$ cat config.mk
export PLATFORM = sky130hd
export DESIGN_NAME = mem_access_unit
export DESIGN_NICKNAME = d
export VERILOG_FILES = /design/src/rtl/mem_access_unit.sv
export SDC_FILE = /design/constraint.sdc
export NUM_CORES = 1
export LEC_CHECK = 0
export ABC_AREA = 1
export CAP_MARGIN = 20
export CORE_MARGIN = 4
export CORE_UTILIZATION = 42
export DETAILED_ROUTE_END_ITERATION = 16
export PLACE_DENSITY = 0.85
export SLEW_MARGIN = 0
export SYNTH_ARGS = -nofsm -noshare
export SYNTH_HDL_FRONTEND = slang
export SYNTH_SLANG_ARGS = --single-unit
export TNS_END_PERCENT = 5
$ cat constraint.sdc
create_clock -name clk -period 2.23 [get_ports clk]
set_clock_uncertainty 0.1 [all_clocks]
set_input_delay 0.223 -clock clk [delete_from_list [all_inputs] [get_ports clk]]
set_output_delay 0.223 -clock clk [all_outputs]
set_load 0.01 [all_outputs]
$ cat src/rtl/mem_access_unit.sv
// RV32 load/store front end: byte/halfword/word requests become whole-word ram accesses,
// with read-modify-write for sub-word stores. Define MAU_MISALIGN_TRAP_EN to reject misaligned accesses.
module mem_access_unit #(
   parameter int DATA_WIDTH = 32,
   parameter int ADDR_WIDTH = 32
) (
   input  logic                  clk,
   input  logic                  rst,
   input  logic                  req_valid,
   output logic                  req_ready,
   input  logic                  req_we,
   input  logic [2:0]            req_funct3,
   input  logic [ADDR_WIDTH-1:0] req_addr,
   input  logic [DATA_WIDTH-1:0] req_wdata,
   output logic                  rsp_valid,
   output logic [DATA_WIDTH-1:0] rsp_rdata,
   output logic                  rsp_err,
   output logic [ADDR_WIDTH-1:0] ram_address,
   output logic [DATA_WIDTH-1:0] ram_data_in,
   output logic                  ram_write,
   output logic                  ram_read,
   input  logic [DATA_WIDTH-1:0] ram_data_out
);

   typedef enum logic [2:0] {IDLE, RD, RD_WAIT, WR, RESP} state_t;

   state_t                state, state_nxt;
   logic [2:0]            funct3_q, funct3_nxt;
   logic                  we_q, we_nxt;
   logic [1:0]            off_q, off_nxt;
   logic [15:0]           wdata_q, wdata_nxt;

   logic                  req_ready_nxt, rsp_valid_nxt, rsp_err_nxt;
   logic                  ram_write_nxt, ram_read_nxt;
   logic [DATA_WIDTH-1:0] rsp_rdata_nxt, ram_data_in_nxt;
   logic [ADDR_WIDTH-1:0] ram_address_nxt;

   logic                  illegal, reject;
   logic [1:0]            align_off;

   function automatic logic [DATA_WIDTH-1:0] load_extract(input logic [DATA_WIDTH-1:0] word,
                                                          input logic [2:0] f3,
                                                          input logic [1:0] off);
      logic signed [7:0]            b;
      logic signed [15:0]           h;
      logic signed [DATA_WIDTH-1:0] ext;
      case (off)
         2'd0:    b = word[7:0];
         2'd1:    b = word[15:8];
         2'd2:    b = word[23:16];
         default: b = word[31:24];
      endcase
      h = off[1] ? word[31:16] : word[15:0];
      case (f3)
         3'b000:  ext = DATA_WIDTH'(b);
         3'b001:  ext = DATA_WIDTH'(h);
         3'b100:  ext = DATA_WIDTH'($unsigned(b));
         3'b101:  ext = DATA_WIDTH'($unsigned(h));
         default: ext = word;
      endcase
      return $unsigned(ext);
   endfunction

   // Only SB (funct3[0]=0) and SH (funct3[0]=1) reach the merge path.
   function automatic logic [DATA_WIDTH-1:0] store_merge(input logic [DATA_WIDTH-1:0] word,
                                                         input logic [15:0] wd,
                                                         input logic f3_half,
                                                         input logic [1:0] off);
      logic [DATA_WIDTH-1:0] m;
      m = word;
      if (f3_half) begin
         if (off[1]) m[31:16] = wd;
         else        m[15:0]  = wd;
      end else begin
         case (off)
            2'd0:    m[7:0]   = wd[7:0];
            2'd1:    m[15:8]  = wd[7:0];
            2'd2:    m[23:16] = wd[7:0];
            default: m[31:24] = wd[7:0];
         endcase
      end
      return m;
   endfunction

   always_comb begin
      illegal = (req_funct3 == 3'b011) || (req_funct3[2:1] == 2'b11) || (req_we && req_funct3[2]);
`ifdef MAU_MISALIGN_TRAP_EN
      reject  = illegal ||
                ((req_funct3[1:0] == 2'b01) && req_addr[0]) ||
                ((req_funct3[1:0] == 2'b10) && (req_addr[1:0] != 2'b00));
`else
      reject  = illegal;
`endif
      align_off = req_addr[1:0];
      if (req_funct3[1:0] == 2'b01) align_off[0] = 1'b0;
      if (req_funct3[1:0] == 2'b10) align_off     = 2'b00;
   end

   always_comb begin
      state_nxt       = state;
      funct3_nxt      = funct3_q;
      we_nxt          = we_q;
      off_nxt         = off_q;
      wdata_nxt       = wdata_q;
      req_ready_nxt   = 1'b0;
      rsp_valid_nxt   = 1'b0;
      rsp_err_nxt     = 1'b0;
      rsp_rdata_nxt   = '0;
      ram_read_nxt    = 1'b0;
      ram_write_nxt   = 1'b0;
      ram_address_nxt = ram_address;
      ram_data_in_nxt = ram_data_in;
      case (state)
         IDLE: begin
            req_ready_nxt = 1'b1;
            if (req_valid && req_ready) begin
               req_ready_nxt = 1'b0;
               funct3_nxt    = req_funct3;
               we_nxt        = req_we;
               off_nxt       = align_off;
               wdata_nxt     = req_wdata[15:0];
               if (reject) begin
                  state_nxt     = RESP;
                  rsp_valid_nxt = 1'b1;
                  rsp_err_nxt   = 1'b1;
               end else if (req_we && (req_funct3 == 3'b010)) begin
                  state_nxt       = WR;
                  ram_write_nxt   = 1'b1;
                  ram_address_nxt = {2'b00, req_addr[ADDR_WIDTH-1:2]};
                  ram_data_in_nxt = req_wdata;
               end else begin
                  state_nxt       = RD;
                  ram_read_nxt    = 1'b1;
                  ram_address_nxt = {2'b00, req_addr[ADDR_WIDTH-1:2]};
               end
            end
         end
         RD: state_nxt = RD_WAIT;
         RD_WAIT: begin
            if (we_q) begin
               state_nxt       = WR;
               ram_write_nxt   = 1'b1;
               ram_data_in_nxt = store_merge(ram_data_out, wdata_q, funct3_q[0], off_q);
            end else begin
               state_nxt     = RESP;
               rsp_valid_nxt = 1'b1;
               rsp_rdata_nxt = load_extract(ram_data_out, funct3_q, off_q);
            end
         end
         WR: begin
            state_nxt     = RESP;
            rsp_valid_nxt = 1'b1;
         end
         default: begin
            state_nxt     = IDLE;
            req_ready_nxt = 1'b1;
         end
      endcase
   end

   always_ff @(posedge clk) begin
      if (rst) begin
         state       <= IDLE;
         req_ready   <= 1'b1;
         rsp_valid   <= 1'b0;
         rsp_err     <= 1'b0;
         rsp_rdata   <= '0;
         ram_read    <= 1'b0;
         ram_write   <= 1'b0;
         ram_address <= '0;
         ram_data_in <= '0;
      end else begin
         state       <= state_nxt;
         req_ready   <= req_ready_nxt;
         rsp_valid   <= rsp_valid_nxt;
         rsp_err     <= rsp_err_nxt;
         rsp_rdata   <= rsp_rdata_nxt;
         ram_read    <= ram_read_nxt;
         ram_write   <= ram_write_nxt;
         ram_address <= ram_address_nxt;
         ram_data_in <= ram_data_in_nxt;
      end
   end

   // Request context is plain data and only meaningful after a handshake.
   always_ff @(posedge clk) begin
      funct3_q <= funct3_nxt;
      we_q     <= we_nxt;
      off_q    <= off_nxt;
      wdata_q  <= wdata_nxt;
   end

endmodule

==> results.md, run 1 <==
- Status: finished, final reports clean
- Synth Register Bits: 124
- TritonCTS Sinks: 124
- I/O pin cnt: 204
- Sequential Power Share: 38.6%
- First-pass DRT Iterations: 5
- CTS Hold Bufs: 0
- Final worst path period need: 2.00 ns
- Post-route ant nets: 0
- Leakage power: 3.91 nW
- CP peak stage delay: 0.42 ns
- Register area share after synthesis: 44.1%
- Clock Power Share: 39.9%
- Setup TNS: 0 ns
- CP most frequent cell: inv_4
- Worst EP required: 2.46 ns
- Min-Delay Path Class: in2reg
- Final hold violation count: 0
- Worst reg2reg setup slack: 0.23 ns
- TritonCTS clock tree: done
- Worst Reg-to-Reg Cells: 8
- Die ar.: 0.0166 mm²
- Root cell of the clock tree: clkbuf_16
- CP cell instances: buf_12 > inv_4 > nand2_4 > inv_4 > nand2_1 > nand3_2 > nand3_4 > a21oi_1
- Highest clock rate: 501 MHz
- Worst-margin pin slew: 0.591 ns
- DR iter-0 viols: 614
- Prevailing post-synth register cell: dfxtp_1
- Synth-to-Final Area Change: 44.5%
- Vias in the first global route: 6111
- Maximum vdd drop: 0.546 mV
- EDFF count, synth: 22
- Final hold slack: 0.280 ns
- Via density: 5.09
- H-tree depth: 4
- Core ar.: 0.0141 mm²
- Netlist cell types: 31
- CTS resizes: 0
- Max_cap viols: 0
- Ys async rst share: 0%
- Largest net degree at the start of global routing: 47
- Cell area after synthesis: 0.00613 mm²
- Pwr Density: 744 mW/mm²
- Detail Placement HPWL: 14.6 mm
- All-Layer GR Usage: 23.4%
- Max clock buf depth: 2
- Crit share post-route: 89.5%
- Worst-path fanout max: 46
- Post-layout nets: 1188
- ANT cells: 0
- Psw: 1.98 mW
- WL/cell: 15.5 µm
- Startpoint Class: register
- RSZ-0062 raised after global routing: false
- Grt ovf: 0
- Combinational fraction of design power: 21.5%
- Hold Path Stages: 1
- Final wirelength: 19.8 mm
- Starting Density: 43.5%
- Number of port buffers: 201
- Share of the synthesized area in the top cell type: 33.3%
- Vias: 6491
- Crit-path slowest cell: edfxtp_1
- Clk pin slew, worst setup/hold paths: 0.06 ns
- Tot Pwr: 6.60 mW
- Endpoint class of the critical path: register
- Pre-CTS WS: 0.0607 ns
- CTS buffer count: 17
- Setup violators final: 0
- Share of cells above drive strength 1: 7.85%
- Mean Syn Cell Area: 6.87 µm²
- Die Span Y: 129 µm
- Post-CTS setup buffer count: 0
- Initial antenna violation count: 0
- Chip width: 129 µm
- Sw frac: 30.0%
- Leading post-synthesis cells by cell area: dfxtp_1, nand2_1, edfxtp_1, nor2_1, o21ai_0
- Relative slew slack: 60.5%
- Synth warnings: 0
- Residual DRC count: 0
- Critical path class: reg2reg
- RD Place Congestion: 0.905
- Worst setup margin: 0.234 ns
- Row Count: 43
- Final Max Tran Viols: 0
- Clk_lat worst skew: 0.42 ns
- First-pass GRT wire length: 30.7 mm
- Worst EP arrival: 2.22 ns
- Synth area leader: dfxtp_1
- Cell-internal power: 4.62 mW
- Syn Inst Count: 893
-- final cells by class --
class	instances	area, µm²
multi-input combinational	655	2900
fill	1264	5230
inverter	60	230
clock inverter	14	133
clock buffer	18	429
tap	180	225
timing repair buffer	225	2240
sequential	124	2700
-- path summary, 6_finish.rpt --
check,start,end
max,off_q[1],rsp_rdata[14]
max reg2reg,off_q[1],rsp_rdata[14]
min,req_wdata[9],wdata_q[9]
min reg2reg,ram_data_in[14],ram_data_in[14]
-- cell families after synthesis --
kind of cell	Yosys count	share of synthesized area [%]
fa+ha+maj	2	0.408
buf+inv	115	8.75
other cells	1	0.0611
compound gates	151	12.6
flops	124	44.1
simple gates	500	34.1
-- stage by stage --
stage | util [%] | instance area [µm²] | std cells
6_report | 62.9 | 8860 | 1276
4_1_cts | 62.9 | 8860 | 1276
5_1_grt | 62.9 | 8860 | 1276
2_1_floorplan | - | 6140 | 894
3_5_place_dp | 58.9 | 8300 | 1244
3_3_place_gp | 58.9 | 8300 | 1244
-- cell usage after synthesis (2+ instances only) --
master,instances
nand2_1,244
nor2_1,143
dfxtp_1,102
o21ai_0,95
nand3_1,72
inv_1,54
a21oi_1,45
edfxtp_1,22
clkbuf_1,20
nor3_1,18
buf_2,17
or2_2,10
a31oi_1,8
buf_4,7
buf_6,7
nand3_2,5
buf_1,4
inv_2,3
nand2_2,3
ha_1,2
inv_4,2
-- power groups by stage --
stage               Combinational, mW  Sequential (mW)  Clock [mW]
CTS                              1.41             2.55        2.67
finish                           1.42             2.55        2.63
global placement                 1.38             2.59           0
detailed placement               1.40             2.59           0
global route                     1.56             2.56        2.78
floorplan                       0.749             2.61           0
-- cell usage in the layout (no fill, tap or decap) --
cell and n:
a21oi_1 45, nor2_2 2, or2_2 10, nor2_1 142, o31ai_1 1, nand3_4 1
dfxtp_1 102, nand3_2 5, inv_1 54, a31oi_1 8, nand2_4 1, clkbuf_1 1
inv_6 3, edfxtp_1 22, nor3_2 1, clkdlybuf4s50_1 201, o21ai_0 95, clkbuf_16 17
a21oi_2 1, bufinv_16 1, clkinv_4 4, clkinv_2 1, buf_4 20, o21ai_2 1
clkinv_1 1, nand3_1 72, inv_2 3, nor3_1 18, nand2_2 3, inv_4 6
conb_1 2, ha_1 2, buf_12 4, inv_8 1, nor2_4 1, nand2_1 244
-- critical path: cells and delay by family, from the launching register on --
| kind | cells | cell delay (ns) |
|---|---|---|
| simple gates | 4 | 0.56 |
| buf+inv | 3 | 0.53 |
| flops | 1 | 0.42 |
| compound gates | 1 | 0.28 |
-- sequential cells by signal, summed over array words and instances, names as in the netlist, 2 cells and up --
name         flops
rsp_rdata       32
funct3_q         3
ram_data_in     32
ram_address     30
state            3
wdata_q         16
off_q            2
-- per-layer routing --
| metal | track usage (%) | routed length, µm | up-vias |
|---|---|---|---|
| met5 | 0 | 0 | - |
| met4 | 7.60 | 429 | 0 |
| met3 | 10.0 | 2400 | 35 |
| met2 | 37.2 | 8990 | 319 |
| met1 | 28.7 | 8010 | 2888 |
| li1 | - | - | 3249 |
(Power assumes the default switching activity.)
==> run 2: changes to the inputs <==
--- a/config.mk
+++ b/config.mk
@@ -9,6 +9,7 @@
 export CAP_MARGIN = 20
 export CORE_MARGIN = 4
 export CORE_UTILIZATION = 42
+export CTS_CLUSTER_DIAMETER = 80
 export DETAILED_ROUTE_END_ITERATION = 16
 export PLACE_DENSITY = 0.85
 export SLEW_MARGIN = 0
==> results of run 2 <==
Same layout as run 1: the final DEF is identical, and so are final timing and power.
